$ cat config.mk
export PLATFORM = sky130hd
export DESIGN_NAME = seg7_scan_reader_flat
export DESIGN_NICKNAME = d
export VERILOG_FILES = /design/src/rtl/seg7_scan_reader_if.sv /design/src/rtl/seg7_scan_reader.sv /design/src/flat_wrapper.sv
export SDC_FILE = /design/constraint.sdc
export NUM_CORES = 1
export LEC_CHECK = 0
export CORE_ASPECT_RATIO = 1.2
export CORE_MARGIN = 2
export CORE_UTILIZATION = 52
export DETAILED_ROUTE_END_ITERATION = 8
export PLACE_DENSITY = 0.84
export SYNTH_ARGS = -nofsm -noshare
export SYNTH_HDL_FRONTEND = slang
export SYNTH_SLANG_ARGS = --single-unit
$ cat constraint.sdc
create_clock -name iclk -period 4.8 [get_ports iclk]
set_input_delay 0.96 -clock iclk [delete_from_list [all_inputs] [get_ports iclk]]
set_output_delay 0.96 -clock iclk [all_outputs]
set_load 0.03 [all_outputs]
$ cat src/rtl/seg7_scan_reader_if.sv
// -----------------------------------------------------------------------------
// seg7_scan_reader_if
// Bundles the multiplexed 7-segment display bus (inputs to the reader) with the
// recovered word (outputs of the reader).
//   iAn    : per-digit anode enables, active-low, NDIG bits
//   iS     : shared segment bus abcdefg, active-low
//   oD     : recovered word, digit k in oD[4k+3:4k]
//   oErr   : per-digit illegal-glyph flags
//   oValid : one-cycle strobe, oD/oErr updated this cycle
// master = display side / bench, slave = seg7_scan_reader.
// -----------------------------------------------------------------------------
interface seg7_scan_reader_if #(
   parameter int NDIG = 4
);
   logic [NDIG-1:0]   iAn;
   logic [6:0]        iS;
   logic [4*NDIG-1:0] oD;
   logic [NDIG-1:0]   oErr;
   logic              oValid;

   modport master (output iAn, output iS, input oD, input oErr, input oValid);
   modport slave  (input iAn, input iS, output oD, output oErr, output oValid);
endinterface

$ cat src/rtl/seg7_scan_reader.sv
// -----------------------------------------------------------------------------
// seg7_scan_reader
// Inverse of a hex-to-7-segment decoder on a multiplexed, active-low display.
// Synchronizes the anode and segment lines, waits for STABLE identical samples
// of a single selected digit, decodes the glyph back to a nibble and collects
// one capture per digit into a shadow word. When every digit has been captured
// the shadow word is published on oD/oErr with a one-cycle oValid strobe.
// Ports:
//   iclk   : system clock
//   irst_n : asynchronous active-low reset
//   bus    : seg7_scan_reader_if.slave (iAn, iS in; oD, oErr, oValid out)
// -----------------------------------------------------------------------------
module seg7_scan_reader #(
   parameter int NDIG   = 4,
   parameter int STABLE = 3
) (
   input  logic                 iclk,
   input  logic                 irst_n,
   seg7_scan_reader_if.slave    bus
);

   localparam int IW = (NDIG > 1) ? $clog2(NDIG) : 1;
   localparam int CW = $clog2(STABLE);
   localparam logic [CW-1:0]   CNT_TOP = CW'(STABLE - 1);
   localparam logic [NDIG-1:0] ONE_N   = NDIG'(1);

   // Glyph lookup: returns {err, nibble}; illegal patterns give nibble 0.
   function automatic logic [4:0] decode_glyph(input logic [6:0] pat);
      logic [4:0] res;
      case (pat)
         7'b0000001: res = {1'b0, 4'h0};
         7'b1001111: res = {1'b0, 4'h1};
         7'b0010010: res = {1'b0, 4'h2};
         7'b0000110: res = {1'b0, 4'h3};
         7'b1001100: res = {1'b0, 4'h4};
         7'b0100100: res = {1'b0, 4'h5};
         7'b0100000: res = {1'b0, 4'h6};
         7'b0001111: res = {1'b0, 4'h7};
         7'b0000000: res = {1'b0, 4'h8};
         7'b0001100: res = {1'b0, 4'h9};
         7'b0000100: res = {1'b0, 4'h9};
         7'b0001000: res = {1'b0, 4'hA};
         7'b1100000: res = {1'b0, 4'hB};
         7'b0110001: res = {1'b0, 4'hC};
         7'b1000010: res = {1'b0, 4'hD};
         7'b0110000: res = {1'b0, 4'hE};
         7'b0111000: res = {1'b0, 4'hF};
         default:    res = {1'b1, 4'h0};
      endcase
      return res;
   endfunction

   logic [NDIG-1:0]   an_meta_r;
   logic [NDIG-1:0]   an_sync_r;
   logic [6:0]        seg_meta_r;
   logic [6:0]        seg_sync_r;
   logic              prev_ok_r;
   logic [IW-1:0]     prev_idx_r;
   logic [6:0]        prev_pat_r;
   logic [CW-1:0]     cnt_r;
   logic [NDIG-1:0]   mask_r;
   logic [4*NDIG-1:0] shadow_nib_r;
   logic [NDIG-1:0]   shadow_err_r;
   logic [4*NDIG-1:0] d_r;
   logic [NDIG-1:0]   err_r;
   logic              valid_r;

   logic [NDIG-1:0]   low_s;
   logic              usable_s;
   logic [IW-1:0]     idx_s;
   logic [CW-1:0]     cnt_next_s;
   logic              capture_s;
   logic [4:0]        glyph_s;
   logic [NDIG-1:0]   cap_bit_s;

   // A sample is usable only when exactly one anode is low (one-hot test on ~iAn).
   assign low_s    = ~an_sync_r;
   assign usable_s = (low_s != '0) && ((low_s & (low_s - ONE_N)) == '0);
   assign glyph_s  = decode_glyph(seg_sync_r);

   // Index of the low anode; OR-reduction is exact because only one-hot samples are used.
   always_comb begin
      idx_s = '0;
      for (int i = 0; i < NDIG; i++) begin
         idx_s = idx_s | (low_s[i] ? IW'(i) : '0);
      end
   end

   // Stability count and capture detect; capture fires only on the step into CNT_TOP.
   always_comb begin
      cnt_next_s = '0;
      if (!usable_s) begin
         cnt_next_s = '0;
      end else if (prev_ok_r && (idx_s == prev_idx_r) && (seg_sync_r == prev_pat_r)) begin
         if (cnt_r == CNT_TOP) begin
            cnt_next_s = cnt_r;
         end else begin
            cnt_next_s = cnt_r + CW'(1);
         end
      end else begin
         cnt_next_s = '0;
      end
      capture_s = (cnt_next_s == CNT_TOP) && (cnt_r != CNT_TOP);
   end

   assign cap_bit_s = capture_s ? (ONE_N << idx_s) : '0;

   // Two-flop synchronizers for the asynchronous display lines.
   always_ff @(posedge iclk or negedge irst_n) begin
      if (!irst_n) begin
         an_meta_r  <= '0;
         an_sync_r  <= '0;
         seg_meta_r <= 7'b0000000;
         seg_sync_r <= 7'b0000000;
      end else begin
         an_meta_r  <= bus.iAn;
         an_sync_r  <= an_meta_r;
         seg_meta_r <= bus.iS;
         seg_sync_r <= seg_meta_r;
      end
   end

   // Previous-sample register and stability counter.
   always_ff @(posedge iclk or negedge irst_n) begin
      if (!irst_n) begin
         prev_ok_r  <= 1'b0;
         prev_idx_r <= '0;
         prev_pat_r <= 7'b0000000;
         cnt_r      <= '0;
      end else begin
         prev_ok_r  <= usable_s;
         prev_idx_r <= idx_s;
         prev_pat_r <= seg_sync_r;
         cnt_r      <= cnt_next_s;
      end
   end

   // Shadow word: a capture overwrites only the selected digit's slot.
   always_ff @(posedge iclk or negedge irst_n) begin
      if (!irst_n) begin
         shadow_nib_r <= '0;
         shadow_err_r <= '0;
      end else begin
         for (int k = 0; k < NDIG; k++) begin
            if (cap_bit_s[k]) begin
               shadow_nib_r[4*k +: 4] <= glyph_s[3:0];
               shadow_err_r[k]        <= glyph_s[4];
            end else begin
               shadow_nib_r[4*k +: 4] <= shadow_nib_r[4*k +: 4];
               shadow_err_r[k]        <= shadow_err_r[k];
            end
         end
      end
   end

   // Frame completion: publish the shadow word one edge after the mask fills;
   // a capture on that same edge seeds the freshly cleared mask.
   always_ff @(posedge iclk or negedge irst_n) begin
      if (!irst_n) begin
         mask_r  <= '0;
         d_r     <= '0;
         err_r   <= '0;
         valid_r <= 1'b0;
      end else if (&mask_r) begin
         mask_r  <= cap_bit_s;
         d_r     <= shadow_nib_r;
         err_r   <= shadow_err_r;
         valid_r <= 1'b1;
      end else begin
         mask_r  <= mask_r | cap_bit_s;
         d_r     <= d_r;
         err_r   <= err_r;
         valid_r <= 1'b0;
      end
   end

   assign bus.oD     = d_r;
   assign bus.oErr   = err_r;
   assign bus.oValid = valid_r;

endmodule

$ cat src/flat_wrapper.sv
// flat-port wrapper written by rule: the top's interface ports become plain ports
module seg7_scan_reader_flat 
#(
   parameter int NDIG   = 4,
   parameter int STABLE = 3
)
  (iclk, irst_n, bus_iAn, bus_iS, bus_oD, bus_oErr, bus_oValid);
  seg7_scan_reader_if #(.NDIG(NDIG)) bus_i ();
  input  logic iclk;
  input  logic irst_n;
  input wire logic [$bits(bus_i.iAn)-1:0] bus_iAn;
  input wire logic [$bits(bus_i.iS)-1:0] bus_iS;
  output wire logic [$bits(bus_i.oD)-1:0] bus_oD;
  output wire logic [$bits(bus_i.oErr)-1:0] bus_oErr;
  output wire logic [$bits(bus_i.oValid)-1:0] bus_oValid;
  assign bus_i.iAn = bus_iAn;
  assign bus_i.iS = bus_iS;
  assign bus_oD = bus_i.oD;
  assign bus_oErr = bus_i.oErr;
  assign bus_oValid = bus_i.oValid;
  seg7_scan_reader #(.NDIG(NDIG), .STABLE(STABLE)) u_core (.iclk(iclk), .irst_n(irst_n), .bus(bus_i));
endmodule
==> summary.md <==
### Critical path
* **capture point of the worst reg-to-reg path** u_core.shadow_err_r[2]
* **startpoint of the worst register-to-register path** u_core.seg_sync_r[0]
* **Worst path max stage delay** 0.63 ns
* **required time of the critical path** 5.03 ns
* **crit path capture** u_core.shadow_err_r[2]
* **critical-path cell list** xnor2_1 > nand4_1 > a2111oi_4 > and4b_1 > mux2_4
* **gate family responsible for the most delay along the worst path** simple AND/OR/NAND/NOR gates
* **startpoint kind of the worst setup timing path** flop
* **count of cells along the worst register-to-register path** 5
* **number of buffer and inverter instances along the worst setup path** 0
* **critical-path cell with the highest stage delay** sky130_fd_sc_hd__dfrtp_1
* **Critical path origin** u_core.seg_sync_r[0]
* **Arrival @ worst endpoint** 2.58 ns
* **Critical Path Fanout Max** 14
* **cell count along the critical path** 5
* **slack of the worst reg-to-reg path** 2.45 ns
* **crit path capture type** flop
* **crit path kind** flop to flop

### Synth
* **largest cells by area after synthesis** sky130_fd_sc_hd__dfrtp_1, sky130_fd_sc_hd__nand2_1, sky130_fd_sc_hd__mux2_1, sky130_fd_sc_hd__xnor2_1, sky130_fd_sc_hd__mux2_4
* **Synthesis Warnings** 0
* **cell accounting for the most synthesized area** sky130_fd_sc_hd__dfrtp_1
* **Async S/R FF share, synth** 100%
* **Post-Syn Area** 3170 um^2
* **Netlist cell types** 46
* **fraction of the yosys area taken by sequential cells** 62.4%
* **number of storage elements in the synthesis netlist** 79
* **synthesized instance count** 262
* **number of synthesized flops with an enable pin** 0
* **synthesized net count** 277
* **Avg Cell Area, Syn** 12.1 um^2
* **top cell type's share of synthesized area** 62.4%
* **most used flip-flop cell after synthesis** sky130_fd_sc_hd__dfrtp_1

### Finish
* **share of post-route cells with drive strength above 1** 9.12%
* **leading cell type in the layout, fill and taps excluded** sky130_fd_sc_hd__dfrtp_1
* **antenna cell count** 0
* **multi-input combinational cell area** 1090 um^2
* **highest-count cells in the layout ignoring fill and taps** sky130_fd_sc_hd__dfrtp_1, sky130_fd_sc_hd__nand2_1, sky130_fd_sc_hd__clkdlybuf4s50_1
* **net count reported at finish** 307
* **post-route insts no fill** 378
* **Layout Cell Area excl Fill** 3720 um^2
* **FILL cells** 521
* **area used by sequential logic in the layout** 1980 um^2
* **Synth-to-Final Area Change** 17.4%
* **core utilization of the finished layout** 62.3%

### Global routing
* **maximum number of pins on one net before global-route repair** 80
* **wire length of the first global-routing pass** 8250 um
* **all-layer global routing usage** 16.7%
* **grt ovf** 0
* **global-route met3 utilization** 4.06%
* **busiest layer in global routing** met2
* **GRT met1 Usage** 21.3%
* **number of global-route vias before repair** 1795
* **number of antenna violations at the first check in global routing** 0
* **GR Util met2** 26.2%

### Die
* **initial core utilization** 53.0%
* **horizontal extent of the die** 75.3 um
* **Core Box Area** 5970 um^2
* **I/O Pins** 34
* **Die Area** 6730 um^2
* **num rows** 31
* **die height** 89.5 um

### Timing
* **clock period minus worst slack** 2.35 ns
* **final slew viol count** 0
* **max_slew headroom** 36.7%
* **final setup TNS** 0 ns
* **worst-margin pin slew** 0.947 ns
* **Post-Route Hold Slack** 0.350 ns
* **worst setup skew after layout** 0.00722 ns
* **Hold Violations, Final** 0
* **minimum setup slack in the final design** 2.45 ns
* **# setup viols final** 0
* **maximum frequency from static timing analysis** 426 MHz
* **final critical-path share of the clock period** 48.9%
* **setup repair after global routing missed its margin** no

### Power and ir drop
* **net switching power of the design** 263 uW
* **Switching Share** 21.4%
* **Total Power Consumption** 1.23 mW
* **maximum ir drop on the vdd rail** 234 uV
* **fraction of power consumed by sequential logic** 56.6%
* **design internal power** 968 uW
* **power per cell area** 331 nW/um^2
* **combinational fraction of design power** 4.0%
* **leak pwr** 1.82 nW
* **Clk network pwr share** 39.4%

### Route
* **Routed Antenna Nets** 0
* **Initial DRT Pass Iterations** 4
* **WL final** 4800 um
* **WL per Instance** 12.7 um
* **vias post-DR** 1925
* **remaining design rule violation count** 0
* **average vias per placed instance** 5.09
* **number of violations reported at the end of detailed-routing iteration 0** 107

### Clock network
* **clock transition at the registers of the reported paths** 0.07 ns
* **Clk Latency, worst-skew pair** 0.34 ns
* **quantity of gates resized following cts** 0
* **Hold Buf Count CTS** 0
* **Max clock buf depth** 2
* **post-CTS setup buffer count** 0
* **cts bufs inserted** 9
* **TritonCTS clock tree** done
* **clock tree sinks** 79
* **number of H-tree levels** 3
* **clock tree root driver cell** sky130_fd_sc_hd__clkbuf_8

### Placement
* **Placer Congestion** 0.771
* **number of port buffers** 33
* **half-perimeter wire length after detailed placement** 3260 um
* **post-placement setup slack** 2.46 ns
* **placed cell count** 363
* **instance area after placement** 3520 um^2

### Status
* **status** completed

### Min path
* **hold crit path type** flop to flop

### Run
* **max-capacitance violation count** 0

==> logic make-up after synthesis <==
| logic type | after synthesis | synth area share, % |
|---|---|---|
| compound gates | 21 | 5.73 |
| buf+inv | 19 | 3.04 |
| fa+ha+maj | 2 | 0.790 |
| xor+xnor | 12 | 3.32 |
| simple gates | 109 | 17.0 |
| flops | 79 | 62.4 |
| mux | 20 | 7.70 |
==> Yosys cell counts, drive strengths merged (4+ instances only) <==
library cell,number
inv,5
mux2,20
nor3,4
xnor2,9
dfrtp,79
nand4,5
nand2,71
clkbuf,6
nor2,5
buf,8
==> power by group through the flow <==
| stage | sequential [mW] | clock (mW) | combinational (mW) |
|---|---|---|---|
| global route | 0.699 | 0.527 | 0.0563 |
| detailed placement | 0.709 | 0 | 0.0506 |
| global placement | 0.708 | 0 | 0.0494 |
| floorplan | 0.699 | 0 | 0.0343 |
| finish | 0.696 | 0.486 | 0.0492 |
| CTS | 0.696 | 0.498 | 0.0506 |
==> layer usage <==
layer  up-vias  routed length (um)
met2        48                2290
li1        943                   -
met3         9                 190
met4         0                  99
met5         -                   0
met1       925                2220
==> final cells by class <==
cell class | instances | share of cell area, %
inverters | 5 | 0.505
multi-input cells | 164 | 29.4
clock buffers | 12 | 4.17
flip-flops and latches | 79 | 53.2
well taps | 82 | 2.76
repair buffers | 33 | 8.82
clock inverters | 3 | 1.14
==> registers in the layout, summed over array words and instances, names as in the netlist <==
register             cells
u_core.an_sync_r         4
u_core.bus.oD           16
u_core.mask_r            4
u_core.seg_sync_r        7
u_core.prev_idx_r        2
u_core.seg_meta_r        7
u_core.an_meta_r         4
u_core.cnt_r             2
u_core.bus.oValid        1
u_core.shadow_err_r      4
u_core.shadow_nib_r     16
u_core.prev_pat_r        7
u_core.prev_ok_r         1
u_core.bus.oErr          4
==> worst min-delay path by stage <==
stage,from,end,slack [ns],depth (start not counted)
6_report,u_core.seg_meta_r[4],u_core.seg_sync_r[4],0.35,0
5_1_grt,u_core.seg_meta_r[0],u_core.seg_sync_r[0],0.36,0
4_1_cts,u_core.seg_meta_r[6],u_core.seg_sync_r[6],0.35,0
3_5_place_dp,u_core.an_meta_r[2],u_core.an_sync_r[2],0.34,0
3_3_place_gp,u_core.seg_meta_r[4],u_core.seg_sync_r[4],0.33,0
2_1_floorplan,u_core.an_meta_r[0],u_core.an_sync_r[0],0.33,0
==> worst reg2reg max path, cell delays in order, from the launching register on <==
cell	delay, ns
sky130_fd_sc_hd__dfrtp_1	0.63
sky130_fd_sc_hd__xnor2_1	0.17
sky130_fd_sc_hd__nand4_1	0.16
sky130_fd_sc_hd__a2111oi_4	0.44
sky130_fd_sc_hd__and4b_1	0.50
sky130_fd_sc_hd__mux2_4	0.33
(Power assumes the default switching activity.)
